## src/rtl/cpu_controller.sv

```systemverilog
// Instruction register and multi-cycle control FSM for a 16-bit datapath.
// Outputs are Moore-style: they depend only on the current state and the held instruction.
module cpu_controller (
  input  logic        clk,
  input  logic        reset,
  input  logic        s,
  input  logic        load,
  input  logic [15:0] in,
  output logic        w,
  output logic [2:0]  readnum,
  output logic [2:0]  writenum,
  output logic [1:0]  shift,
  output logic [1:0]  ALUop,
  output logic [15:0] sximm5,
  output logic [15:0] sximm8,
  output logic [1:0]  vsel,
  output logic        loada,
  output logic        loadb,
  output logic        asel,
  output logic        bsel,
  output logic        loadc,
  output logic        loads,
  output logic        write
);

  typedef enum logic [2:0] {
    StWait,
    StDecode,
    StWriteImm,
    StGetA,
    StGetB,
    StAlu,
    StWriteReg,
    StHalt
  } state_e;

  state_e      state_q, state_d;
  logic [15:0] ir_q, ir_d;

  logic [2:0] opcode, rn, rd, rm;
  logic [1:0] op;
  logic       is_mov_imm, is_mov_reg, is_alu, is_mvn, is_cmp, is_halt;

  assign opcode = ir_q[15:13];
  assign op     = ir_q[12:11];
  assign rn     = ir_q[10:8];
  assign rd     = ir_q[7:5];
  assign rm     = ir_q[2:0];

  assign is_mov_imm = (opcode == 3'b110) && (op == 2'b10);
  assign is_mov_reg = (opcode == 3'b110) && (op == 2'b00);
  assign is_alu     = (opcode == 3'b101);
  assign is_mvn     = is_alu && (op == 2'b11);
  assign is_cmp     = is_alu && (op == 2'b01);
  assign is_halt    = (opcode == 3'b111);

  assign shift  = ir_q[4:3];
  assign ALUop  = op;
  assign sximm5 = {{11{ir_q[4]}}, ir_q[4:0]};
  assign sximm8 = {{8{ir_q[7]}}, ir_q[7:0]};

  always_ff @(posedge clk) begin
    if (reset) begin
      state_q <= StWait;
      ir_q    <= 16'h0000;
    end else begin
      state_q <= state_d;
      ir_q    <= ir_d;
    end
  end

  // Capturing only in WAIT means a load alongside s is what DECODE sees next cycle.
  always_comb begin
    ir_d = ir_q;
    if ((state_q == StWait) && load) begin
      ir_d = in;
    end
  end

  always_comb begin
    state_d  = state_q;
    w        = 1'b0;
    readnum  = 3'b000;
    writenum = 3'b000;
    vsel     = 2'b00;
    loada    = 1'b0;
    loadb    = 1'b0;
    asel     = 1'b0;
    bsel     = 1'b0;
    loadc    = 1'b0;
    loads    = 1'b0;
    write    = 1'b0;
    unique case (state_q)
      StWait: begin
        w = 1'b1;
        if (s) state_d = StDecode;
      end
      StDecode: begin
        if (is_mov_imm)                state_d = StWriteImm;
        else if (is_mov_reg || is_mvn) state_d = StGetB;
        else if (is_alu)               state_d = StGetA;
        else if (is_halt)              state_d = StHalt;
        else                           state_d = StWait;
      end
      StWriteImm: begin
        writenum = rn;
        vsel     = 2'b10;
        write    = 1'b1;
        state_d  = StWait;
      end
      StGetA: begin
        readnum = rn;
        loada   = 1'b1;
        state_d = StGetB;
      end
      StGetB: begin
        readnum = rm;
        loadb   = 1'b1;
        state_d = StAlu;
      end
      StAlu: begin
        loadc   = 1'b1;
        asel    = is_mov_reg || is_mvn;
        loads   = is_cmp;
        state_d = is_cmp ? StWait : StWriteReg;
      end
      StWriteReg: begin
        writenum = rd;
        vsel     = 2'b00;
        write    = 1'b1;
        state_d  = StWait;
      end
      StHalt: begin
        state_d = StHalt;
      end
      default: begin
        state_d = StWait;
      end
    endcase
  end

endmodule

```

## config.mk

```make
export PLATFORM = sky130hd
export DESIGN_NAME = cpu_controller
export DESIGN_NICKNAME = d
export VERILOG_FILES = /design/src/rtl/cpu_controller.sv
export SDC_FILE = /design/constraint.sdc
export NUM_CORES = 1
export LEC_CHECK = 0
export ABC_CLOCK_PERIOD_IN_PS = 1100
export BUFFER_PORTS_ARGS = -buffer_cell sky130_fd_sc_hd__buf_4
export CORE_ASPECT_RATIO = 1.2
export CORE_MARGIN = 3
export CORE_UTILIZATION = 39
export DETAILED_ROUTE_END_ITERATION = 6
export PLACE_DENSITY = 0.71
export SLEW_MARGIN = 15
export SYNTH_ARGS = -nofsm -noshare
export SYNTH_HDL_FRONTEND = slang
export SYNTH_SLANG_ARGS = --single-unit
```

## constraint.sdc

```tcl
create_clock -name clk -period 1.1 [get_ports clk]
set_input_delay 0.11 -clock clk [delete_from_list [all_inputs] [get_ports clk]]
set_output_delay 0.11 -clock clk [all_outputs]
set_load 0.02 [all_outputs]
```

# == Yosys cells after proc, flatten, opt, wreduce, memory -nomap -nowiden ==
# Cells that the tools add are included.
# classes
n_addsub,0
n_mul,0
n_div,0
magnitude_cmp,0
eq_ne,14
shifts,0
n_mux,17
bitwise,0
n_reduce_logical,9
# ops
op,count
$eq A3 B3 Y1 const B,7
$pmux W3 S7,1
$mux W3,6
$pmux W3 S2,2
$mux W1,7
$eq A3 B2 Y1 const B,2
$logic_and A1 B1 Y1,5
$eq A2 B2 Y1 const B,2
$eq A3 B1 Y1 const B,1
$logic_not A3 Y1,1
$eq A2 B1 Y1 const B,1
$logic_not A2 Y1,1
$mux W2,1
$ne A2 B2 Y1 const B,1
$reduce_or A2 Y1,1
$logic_or A1 B1 Y1,1
# totals
regBits,19
latch_bits,0
ram_bits,0
rom_bits,0
input_bits,20
out_inout_bits,52
wordCells,42
memories,0

# == Depth between registers and ports, before layout ==
# Gate-level depths: netlist of run 1.
# depth
ltp_word,6
mapped_depth,6
ltp_nobuf,4

# == Worst setup path after synthesis of run 1 ==
# OpenSTA, ideal clock, no wires.
# synth_path
path_type,register to output
startpoint,reg state_q[0]
endpoint,out readnum[0]
arrival_time_ns,1.487
path_slack_ns,-0.497
path_stages_with_launch,4
path_buffers,0
cell_sequence,dfxtp_1 inv_1 nor3_1 a22o_1
# synth_between
elab_chain_cells,2
word_cells_on_any_way,3
classes_between,eq/ne (2); mux (1)
# synth_rtl
item,line_no,text
start: declaration,37,"state_e state_q, state_d;"
start signal: assignment,64,state_q <= StWait;
start signal: assignment,67,state_q <= state_d;
$eq A3 B3 Y1 or $eq A3 B2 Y1 (tied branches),93,unique case (state_q)
$pmux W3 S2 (*),93,
end: declaration,10,"output logic [2:0] readnum,"
# Mark *: on every way between the ends. The rest lies on a longest branch, timed or not.

# == Worst setup path after layout of run 1 ==
# layout_path
startpoint,reg ir_q[12]
endpoint,out asel
# layout_between
elab_chain_cells,4
word_cells_on_any_way,6
classes_between,eq/ne (1); mux (1); reduce/logical (4)
# layout_rtl
item,line_no,text
start: declaration,38,"logic [15:0] ir_q, ir_d;"
start signal: assignment,68,ir_q <= ir_d;
$eq A2 B2 Y1 or $logic_not A2 Y1 (tied branches),"53, 51",
$logic_and A1 B1 Y1 (on tied branches),"53, 51",
$logic_or A1 B1 Y1 (*),123,asel = is_mov_reg || is_mvn;
$mux W1 (*),93,
end: declaration,19,"output logic asel,"
# Marks and branches as above.

==> impl_metrics.yaml, run 1 <==
floorplanning:
  die_h_um: 67.9
  die_w_um: 57.6
  core_mm2: 0.00292
  io_pins: 72
  initial_core_util_pct: 42.7
  die-area_mm2: 0.00391
  rows: 21
grt:
  grt_overflow: 0
  grt_pass1_vias: 1240
  grt_pass1_wl_um: 5890
  grt.total_usage_pct: 19.5
  antenna_found_initial: 0
  grt_max_degree: 20
detailed_routing:
  routed_wl_um: 4570
  wl_per_cell_um: 17.6
  ant_nets: 0
  via_per_inst: 5.20
  initialDrtViolationCount: 43
  firstDrtPassIters: 4
  route.vias.total: 1348
  drc: 0
clocking:
  clk_latency_ns: 0.31
  cts_num_sinks: 19
  tritoncts: "done"
  h-tree-depth: 1
  clkTransAtPathRegs_ns: 0.12
  cts_root_buffer: "clkbuf_4"
  holdBufCountCts: 0
  cts_buffer_depth: 2
  numCtsBuffers: 3
setup_path:
  cp_cell_sequence: "nand2_2 -> nor2_2 -> a21oi_2 -> nor3b_4 -> buf_6"
  cp_top_family: "simple AND/OR/NAND/NOR gates"
  cp.arrival_ns: 1.45
  cpPeakStageDelay_ns: 0.43
  end_kind: "output port"
  path_class: "flip-flop to output port"
  crit_slowest_cell: "dfxtp_4"
  critPathRequiredTime_ns: 0.99
  critPathBufInv: 1
  crit_fanout: 5
  cp-start-kind: "flip-flop"
cells_and_area:
  syn2layout_area_growth_pct: 84.5
  nNetsFinal: 246
  fill_cells: 181
  antenna_cells: 0
  final_util_pct: 78.9
  drive_gt1_share_pct: 82.2
  multiInputGateArea_um2: 863
  register_area_um2: 410
pwr:
  p_int_mw: 1.27
  p_sw_share_pct: 36.5
  switchingPower_uw: 730
  leakagePower_nw: 1.08
  irDropWorstVdd_uv: 707
  clkPwrFrac_pct: 19.0
  seqPwrFrac_pct: 40.2
  p_comb_share_pct: 40.8
  powerDensity_mw_per_mm2: 869
synthesis:
  synth-seq-cells: 19
  synth-edff-count: 0
  async_flop_share_pct: 0
  synth_ff_type: "dfxtp_1"
  synth_cell_types: 29
  synth.most_common_cell: "buf_4"
  seq_area_frac_synth_pct: 30.5
  synth_top_area_share_pct: 30.5
  synth.area.top_cells: "dfxtp_1 (31%), buf_4 (24%), nand2_1 (11%)"
  synth_commonest_cells: "buf_4 (40), nand2_1 (35), dfxtp_1 (19)"
  synthCells: 158
  yosysWarnings: 0
  netlist_area_mm2: 0.00125
  syn_avg_cell_area_um2: 7.89
  yosys.area.top_type: "dfxtp_1"
sta:
  rsz0062_at_grt: "true"
  final-hold-violation-count: 0
  clock_skew_ns: 0.00886
  fin_crit_sh_pct: 142
  finalSetupViolCount: 34
  fin_crit_ns: 1.56
  fmax_ghz: 0.642
  final_max_slew_viol_count: 0
  setup_slack_ns: -0.457
placed_design:
  dp_slack_ns: -0.165
  dpl.hpwl_um: 2470
  gp_congestion: 0.812
  io_buffers: 69
worst_hold_path:
  hold_path_class: "input port to flip-flop"
run:
  maxCapViolations: 0
status:
  violations: "setup timing"
  outcome: "finished, violations left"
through the flow:
| stage | hold slack, ns | power [mW] | cell area, µm² | instances | setup TNS, ns |
|---|---|---|---|---|---|
| floorplan | 0.237 | 1.24 | 1340 | 159 | -2.44 |
| global placement | 0.357 | 1.37 | 1690 | 234 | -0.629 |
| detailed placement | 0.365 | 1.38 | 1690 | 234 | -1.38 |
| CTS | 0.0308 | 1.88 | 2100 | 254 | -8.85 |
| global route | 0.00842 | 2.08 | 2300 | 259 | -12.99 |
| finish | 0.0183 | 2.00 | 2300 | 259 | -11.50 |
worst paths after layout:
check                                              from                      end  slack, ns  cells past startpoint
worst max register to register  state_q[0]$_SDFFE_PP0P_  state_q[2]$_SDFFE_PP0P_      -0.39                      6
worst max-delay path              ir_q[12]$_SDFFE_PP0P_                     asel      -0.46                      5
worst min-delay path                             in[12]    ir_q[12]$_SDFFE_PP0P_       0.02                      3
worst min register to register     ir_q[6]$_SDFFE_PP0P_     ir_q[6]$_SDFFE_PP0P_       0.50                      2
worst min-delay path: stages:
cell and delay [ns]:
buf_4 0.12, nand2_4 0.04, a21oi_2 0.03
logic make-up (layout without fill, tap and decap cells):
logic type             Yosys count  count (layout)  synth area share, %
AOI/OAI and AO/OA               26              26                 16.5
buffers and inverters           49             115                 28.9
DFF                             19              19                 30.5
muxes                            3               3                 2.41
other                            1               2                0.301
and+or+nand+nor                 60              60                 21.4
per-layer routing:
| metal | GRT usage, % | share of wire [%] | up-vias |
|---|---|---|---|
| met5 | 0 | 0 | - |
| met4 | 4.35 | 1.2 | 0 |
| met3 | 2.83 | 7.9 | 6 |
| met2 | 38.3 | 55 | 70 |
| met1 | 21.9 | 36 | 657 |
| li1 | - | - | 615 |
layout make-up:
cell class                 count  share of cell area (%)
multi-input combinational     91                    37.5
clock buffer                   4                    1.14
timing repair buffer         106                    40.4
inverter                       5                    1.20
tap                           34                    1.85
sequential                    19                    17.8
sequential cells by signal, indices dropped and copies added (netlist names):
name / cells
ir_q: 16
state_q: 3
placed cells by master, fill, tap and decap left out, types with 2 or more instances in the layout:
cell type and instances:
buf_4 75, o311a_4 2, a22o_4 3, and2_4 2, nand2_2 5, nor2_1 7, clkbuf_4 3, inv_2 2
dfxtp_2 3, conb_1 2, nand2_1 17, dfxtp_4 7, nand2_4 14, nor2b_4 2, a21oi_2 17, nor3_4 2
buf_6 29, inv_4 2, nor2_4 2, nor4_2 2, nor2_2 2, dfxtp_1 9, buf_12 2
power groups by stage:
stage          clock, mW  combinational [mW]  sequential [mW]
2_1_floorplan          0               0.437            0.799
3_3_place_gp           0               0.567            0.801
3_5_place_dp           0               0.578            0.804
4_1_cts            0.359               0.733            0.791
5_1_grt            0.410               0.855            0.810
6_report           0.380               0.815            0.803
repair_timing:
action,CTS,global route
resized for setup,64,49
pin swaps,14,14
gates cloned,1,0
endpoints found under the setup margin,49,58
buffers inserted,15,8
Note: power is estimated with default switching activity, not from simulation.
==> inputs of run 2 (changes only) <==
--- a/config.mk
+++ b/config.mk
@@ -5,13 +5,13 @@
 export SDC_FILE = /design/constraint.sdc
 export NUM_CORES = 1
 export LEC_CHECK = 0
-export ABC_CLOCK_PERIOD_IN_PS = 1100
+export ABC_CLOCK_PERIOD_IN_PS = 1800
 export BUFFER_PORTS_ARGS = -buffer_cell sky130_fd_sc_hd__buf_4
 export CORE_ASPECT_RATIO = 1.2
 export CORE_MARGIN = 3
-export CORE_UTILIZATION = 39
+export CORE_UTILIZATION = 47
 export DETAILED_ROUTE_END_ITERATION = 6
-export PLACE_DENSITY = 0.71
+export PLACE_DENSITY = 0.81
 export SLEW_MARGIN = 15
 export SYNTH_ARGS = -nofsm -noshare
 export SYNTH_HDL_FRONTEND = slang
==> constraint.sdc (replaced) <==
create_clock -name clk -period 1.8 [get_ports clk]
set_input_delay 0.18 -clock clk [delete_from_list [all_inputs] [get_ports clk]]
set_output_delay 0.18 -clock clk [all_outputs]
set_load 0.02 [all_outputs]
==> run 2 against run 1 <==
  * The flow now finishes without violations
  * Wire length is 37% lower
  * Clock power fell by 42%
  * Cell area decreased by 33%
  * Hold slack better by 0.085 ns
  * Combinational power decreased by 63%
  * Critical endpoint is now readnum[2]
==> impl_metrics.yaml, run 2 (synthesis gave the netlist of run 1 again) <==
floorplanning:
  die-area_mm2: 0.00331
  core_mm2: 0.00240
  rows: 19
  die_w_um: 53.0
  initial_core_util_pct: 51.9
  io_pins: 72
  die_h_um: 62.4
sta:
  setup_slack_ns: 0.0757
  clock_skew_ns: 0.00223
  final-hold-violation-count: 0
  finalSetupViolCount: 0
  fin_crit_sh_pct: 95.8
  tightest_slew_ns: 0.525
  final_max_slew_viol_count: 0
  max_slew_margin_pct: 64.9
  fin_crit_ns: 1.72
  whs_ns: 0.103
  fmax_ghz: 0.580
cells_and_area:
  register_area_um2: 389
  drive_gt1_share_pct: 50.8
  final_util_pct: 63.8
  final_common_cell: "buf_4"
  largest_reg_flops: 16
  syn2layout_area_growth_pct: 23.0
  reg_top3: "ir_q: 16 flops, state_q: 3 flops"
  nNetsFinal: 210
  multiInputGateArea_um2: 534
  final_cell_mix: "buf_4 (70), nand2_1 (35), dfxtp_1 (14)"
  fill_cells: 205
  top_register: "ir_q"
  layout.cells.non_filler: 220
  antenna_cells: 0
grt:
  antenna_found_initial: 0
  grt_overflow: 0
  grt_max_degree: 20
  grt_pass1_vias: 1009
  grt.total_usage_pct: 17.8
  grt_pass1_wl_um: 4530
worst_hold_path:
  holdPathEnd: "ir_q[12]$_SDFFE_PP0P_"
  hold_depth: 3
  min_from: "in[12]"
  hold_path_class: "input port to flip-flop"
pwr:
  powerDensity_mw_per_mm2: 657
  irDropWorstVdd_uv: 538
  p_total_mw: 1.01
  leakagePower_nw: 0.711
clocking:
  h-tree-depth: 1
  clk_latency_ns: 0.30
  cts_root_buffer: "clkbuf_4"
  cts_num_sinks: 19
  clkTransAtPathRegs_ns: 0.11
  tritoncts: "done"
  cts_buffer_depth: 2
  numCtsBuffers: 3
  postCtsSetupRepairBufs: 0
setup_path:
  end_kind: "output port"
  cp.arrival_ns: 1.54
  r2r-end: "ir_q[13]$_SDFFE_PP0P_"
  r2r_cells: 4
  cp-start-kind: "flip-flop"
  reg2reg_slack_ns: 0.41
  r2r-start: "state_q[2]$_SDFFE_PP0P_"
  critPathRequiredTime_ns: 1.62
  crit_fanout: 11
  path_class: "flip-flop to output port"
detailed_routing:
  ant_nets: 0
  initialDrtViolationCount: 13
  via_per_inst: 5.10
  drc: 0
  wl_per_cell_um: 13.0
  route.vias.total: 1121
  firstDrtPassIters: 4
  routed_wl_um: 2860
placed_design:
  dpl.hpwl_um: 2190
  io_buffers: 69
  dp.cells: 216
  gp_congestion: 0.812
  dp_slack_ns: 0.290
run:
  maxCapViolations: 0
status:
  outcome: "completed"
## run 2: worst max-delay path by stage
stage | start | to | slack, ns | depth (start not counted)
CTS | state_q[2]$_SDFFE_PP0P_ | readnum[2] | 0.02 | 4
detailed placement | state_q[2]$_SDFFE_PP0P_ | readnum[2] | 0.29 | 4
finish | state_q[2]$_SDFFE_PP0P_ | readnum[2] | 0.08 | 4
floorplan | state_q[0]$_SDFFE_PP0P_ | readnum[0] | 0.13 | 3
global placement | state_q[2]$_SDFFE_PP0P_ | readnum[0] | 0.32 | 4
global route | ir_q[14]$_SDFFE_PP0P_ | asel | -0.04 | 4
## run 2: area by class of cell
cell class | instances | area share, %
inverters | 5 | 1.22
multi-input cells | 91 | 34.9
repair buffers | 70 | 34.3
clock buffers | 4 | 1.71
flip-flops and latches | 19 | 25.4
well taps | 31 | 2.53
## run 2: what timing repair did
action / CTS / global route
resized for setup: 2 / 9
hold buffers: 0 / 0
endpoints found under the hold margin: 0 / 0
setup endpoints to repair: 5 / 5
## run 2: metal layers
metal,vias up,track usage (%),wire length (µm)
met2,50,30.9,1500
met5,-,0,0
li1,544,-,-
met4,0,8.63,35
met1,523,19.9,1070
met3,4,3.58,249
## run 2: worst max-delay path, stage by stage, from the launching register on
cell and delay (ns):
dfxtp_4 0.45, nor2b_1 0.22, and2_1 0.25, a22o_1 0.18, buf_4 0.14
## run 2: report_power, final
part | internal [mW] | leakage, nW | switching [mW] | total [mW]
registers | 0.448 | 0.158 | 0.0398 | 0.488
clock network | 0.0865 | 0.0150 | 0.133 | 0.219
logic | 0.132 | 0.538 | 0.167 | 0.300
## run 2: stage by stage
step	area, µm²	setup TNS (ns)
global route	1530	-0.0360
detailed placement	1470	0
floorplan	1250	0
global placement	1470	0
CTS	1510	0
finish	1530	0
==> inputs of run 3 (changes only) <==
--- a/config.mk
+++ b/config.mk
@@ -7,11 +7,15 @@
 export LEC_CHECK = 0
 export ABC_CLOCK_PERIOD_IN_PS = 1800
 export BUFFER_PORTS_ARGS = -buffer_cell sky130_fd_sc_hd__buf_4
+export CELL_PAD_IN_SITES_DETAIL_PLACEMENT = 0
+export CELL_PAD_IN_SITES_GLOBAL_PLACEMENT = 1
 export CORE_ASPECT_RATIO = 1.2
 export CORE_MARGIN = 3
-export CORE_UTILIZATION = 47
+export CORE_UTILIZATION = 32
 export DETAILED_ROUTE_END_ITERATION = 6
+export GPL_ROUTABILITY_DRIVEN = 1
 export PLACE_DENSITY = 0.81
+export RECOVER_POWER = 100
 export SLEW_MARGIN = 15
 export SYNTH_ARGS = -nofsm -noshare
 export SYNTH_HDL_FRONTEND = slang
==> run 3 against run 2 <==
  * Final cell count grew 10%
  * Register-to-register slack gained 0.13 ns
  * Total power grew 6.8%
  * Critical path depth is the same
  * Via count shrank 3.1%
  * Maximum frequency grew 2.5%
  * Clock power grew 36%
==> impl_metrics.yaml, run 3 (synthesis gave the netlist of run 1 again) <==
cells_and_area:
  reg_top3: "ir_q: 16 flops, state_q: 3 flops"
  nNetsFinal: 212
  stdcell_area_mm2: 0.00154
  final_common_cell: "buf_4"
  antenna_cells: 0
  largest_reg_flops: 16
  drive_gt1_share_pct: 44.5
  fill_cells: 423
  syn2layout_area_growth_pct: 23.6
  final_cell_mix: "buf_4 (63), nand2_1 (35), dfxtp_1 (17)"
  top_register: "ir_q"
  layout.cells.non_filler: 243
placed_design:
  dp_slack_ns: 0.339
  io_buffers: 69
  gp_congestion: 0.848
  dpl.hpwl_um: 2260
  dpl_cell_area_mm2: 0.00151
  dp.cells: 239
clocking:
  clkTransAtPathRegs_ns: 0.07
  h-tree-depth: 1
  holdBufCountCts: 0
  cts_root_buffer: "clkbuf_8"
  tritoncts: "done"
  cts_buffer_depth: 2
  clk_latency_ns: 0.25
  numCtsBuffers: 3
  cts_num_sinks: 19
sta:
  fmax_ghz: 0.594
  final-hold-violation-count: 0
  rsz0062_at_grt: "true"
  fin_crit_sh_pct: 93.5
  setup_slack_ns: 0.117
  finalSetupViolCount: 0
  final_max_slew_viol_count: 0
  finalSetupTns_ns: 0
  whs_ns: 0.160
  clock_skew_ns: 0.00293
  fin_crit_ns: 1.68
pwr:
  clkPwrFrac_pct: 27.7
  p_comb_share_pct: 27.0
  p_sw_share_pct: 32.4
  irDropWorstVdd_uv: 352
  leakagePower_nw: 0.695
  switchingPower_uw: 349
  p_int_uw: 726
  seqPwrFrac_pct: 45.3
  powerDensity_mw_per_mm2: 698
floorplanning:
  die-area_mm2: 0.00468
  initial_core_util_pct: 33.7
  rows: 24
  die_h_um: 74.4
  core_mm2: 0.00369
  die_w_um: 63.0
  io_pins: 72
status:
  outcome: "completed"
detailed_routing:
  initialDrtViolationCount: 26
  via_per_inst: 4.47
  routed_wl_um: 2910
  route.vias.total: 1086
  drc: 0
  wl_per_cell_um: 12.0
  firstDrtPassIters: 4
  ant_nets: 0
setup_path:
  cp.arrival_ns: 1.50
  cpPeakStageDelay_ns: 0.41
  crit_fanout: 8
  critPathBufInv: 1
  end_kind: "output port"
  crit_slowest_cell: "dfxtp_2"
  cp_top_family: "simple AND/OR/NAND/NOR gates"
  cp_cell_sequence: "nor2b_1 -> and2_1 -> a22o_1 -> buf_4"
  path_class: "flip-flop to output port"
  reg2reg_slack_ns: 0.54
  critPathRequiredTime_ns: 1.62
  cp-start-kind: "flip-flop"
grt:
  grt_pass1_vias: 1098
  grt.total_usage_pct: 12.8
  antenna_found_initial: 0
  grt_pass1_wl_um: 4870
  grt_overflow: 0
  grt_max_degree: 20
run:
  maxCapViolations: 0
worst_hold_path:
  hold_path_class: "input port to flip-flop"
run 3: worst paths after layout:
check,startpoint,endpoint,cells past startpoint
max reg2reg,ir_q[13]$_SDFFE_PP0P_,state_q[1]$_SDFFE_PP0P_,4
min,in[12],ir_q[12]$_SDFFE_PP0P_,3
max,state_q[2]$_SDFFE_PP0P_,readnum[0],4
min reg2reg,ir_q[6]$_SDFFE_PP0P_,ir_q[6]$_SDFFE_PP0P_,2
run 3: cell type report:
class / count / area [µm²] / share of cell area, %
multi-input cells: 91 / 520 / 33.8
flip-flops and latches: 19 / 383 / 24.9
clock buffers: 3 / 41.3 / 2.68
inverters: 5 / 18.8 / 1.22
clock inverters: 1 / 5.00 / 0.325
well taps: 52 / 65.1 / 4.22
repair buffers: 72 / 507 / 32.9
run 3: worst reg2reg max path, cell delays in order, from the launching register on:
cell and delay [ns]:
dfxtp_1 0.43, nand2_1 0.15, nor2_1 0.12, a221oi_1 0.08
a2111oi_1 0.38
run 3: repair_timing:
| item | 4_1_cts | 5_1_grt |
|---|---|---|
| setup endpoints to repair | 0 | 5 |
| setup buffers | 0 | 0 |
| gates resized for setup | 0 | 4 |
run 3: per-stage QoR:
stage          power [mW]  utilization (%)
3_3_place_gp        0.801             41.0
5_1_grt              1.14             41.7
2_1_floorplan       0.745                -
4_1_cts              1.10             42.2
3_5_place_dp        0.801             41.0
6_report             1.07             41.7
run 3: power by group through the flow:
stage               registers, mW  logic (mW)  clock network, mW
finish                      0.487       0.291              0.297
global route                0.493       0.318              0.327
CTS                         0.487       0.306              0.308
detailed placement          0.496       0.304                  0
global placement            0.496       0.305                  0
floorplan                   0.485       0.260                  0
run 3: routing by layer:
layer  global-route usage [%]  vias up  share of wire [%]
met5                        0        -                  0
met4                     4.66        0               0.86
met3                     3.93        4                9.5
met2                     22.2       52                 48
met1                     15.1      483                 41
li1                         -      547                  -
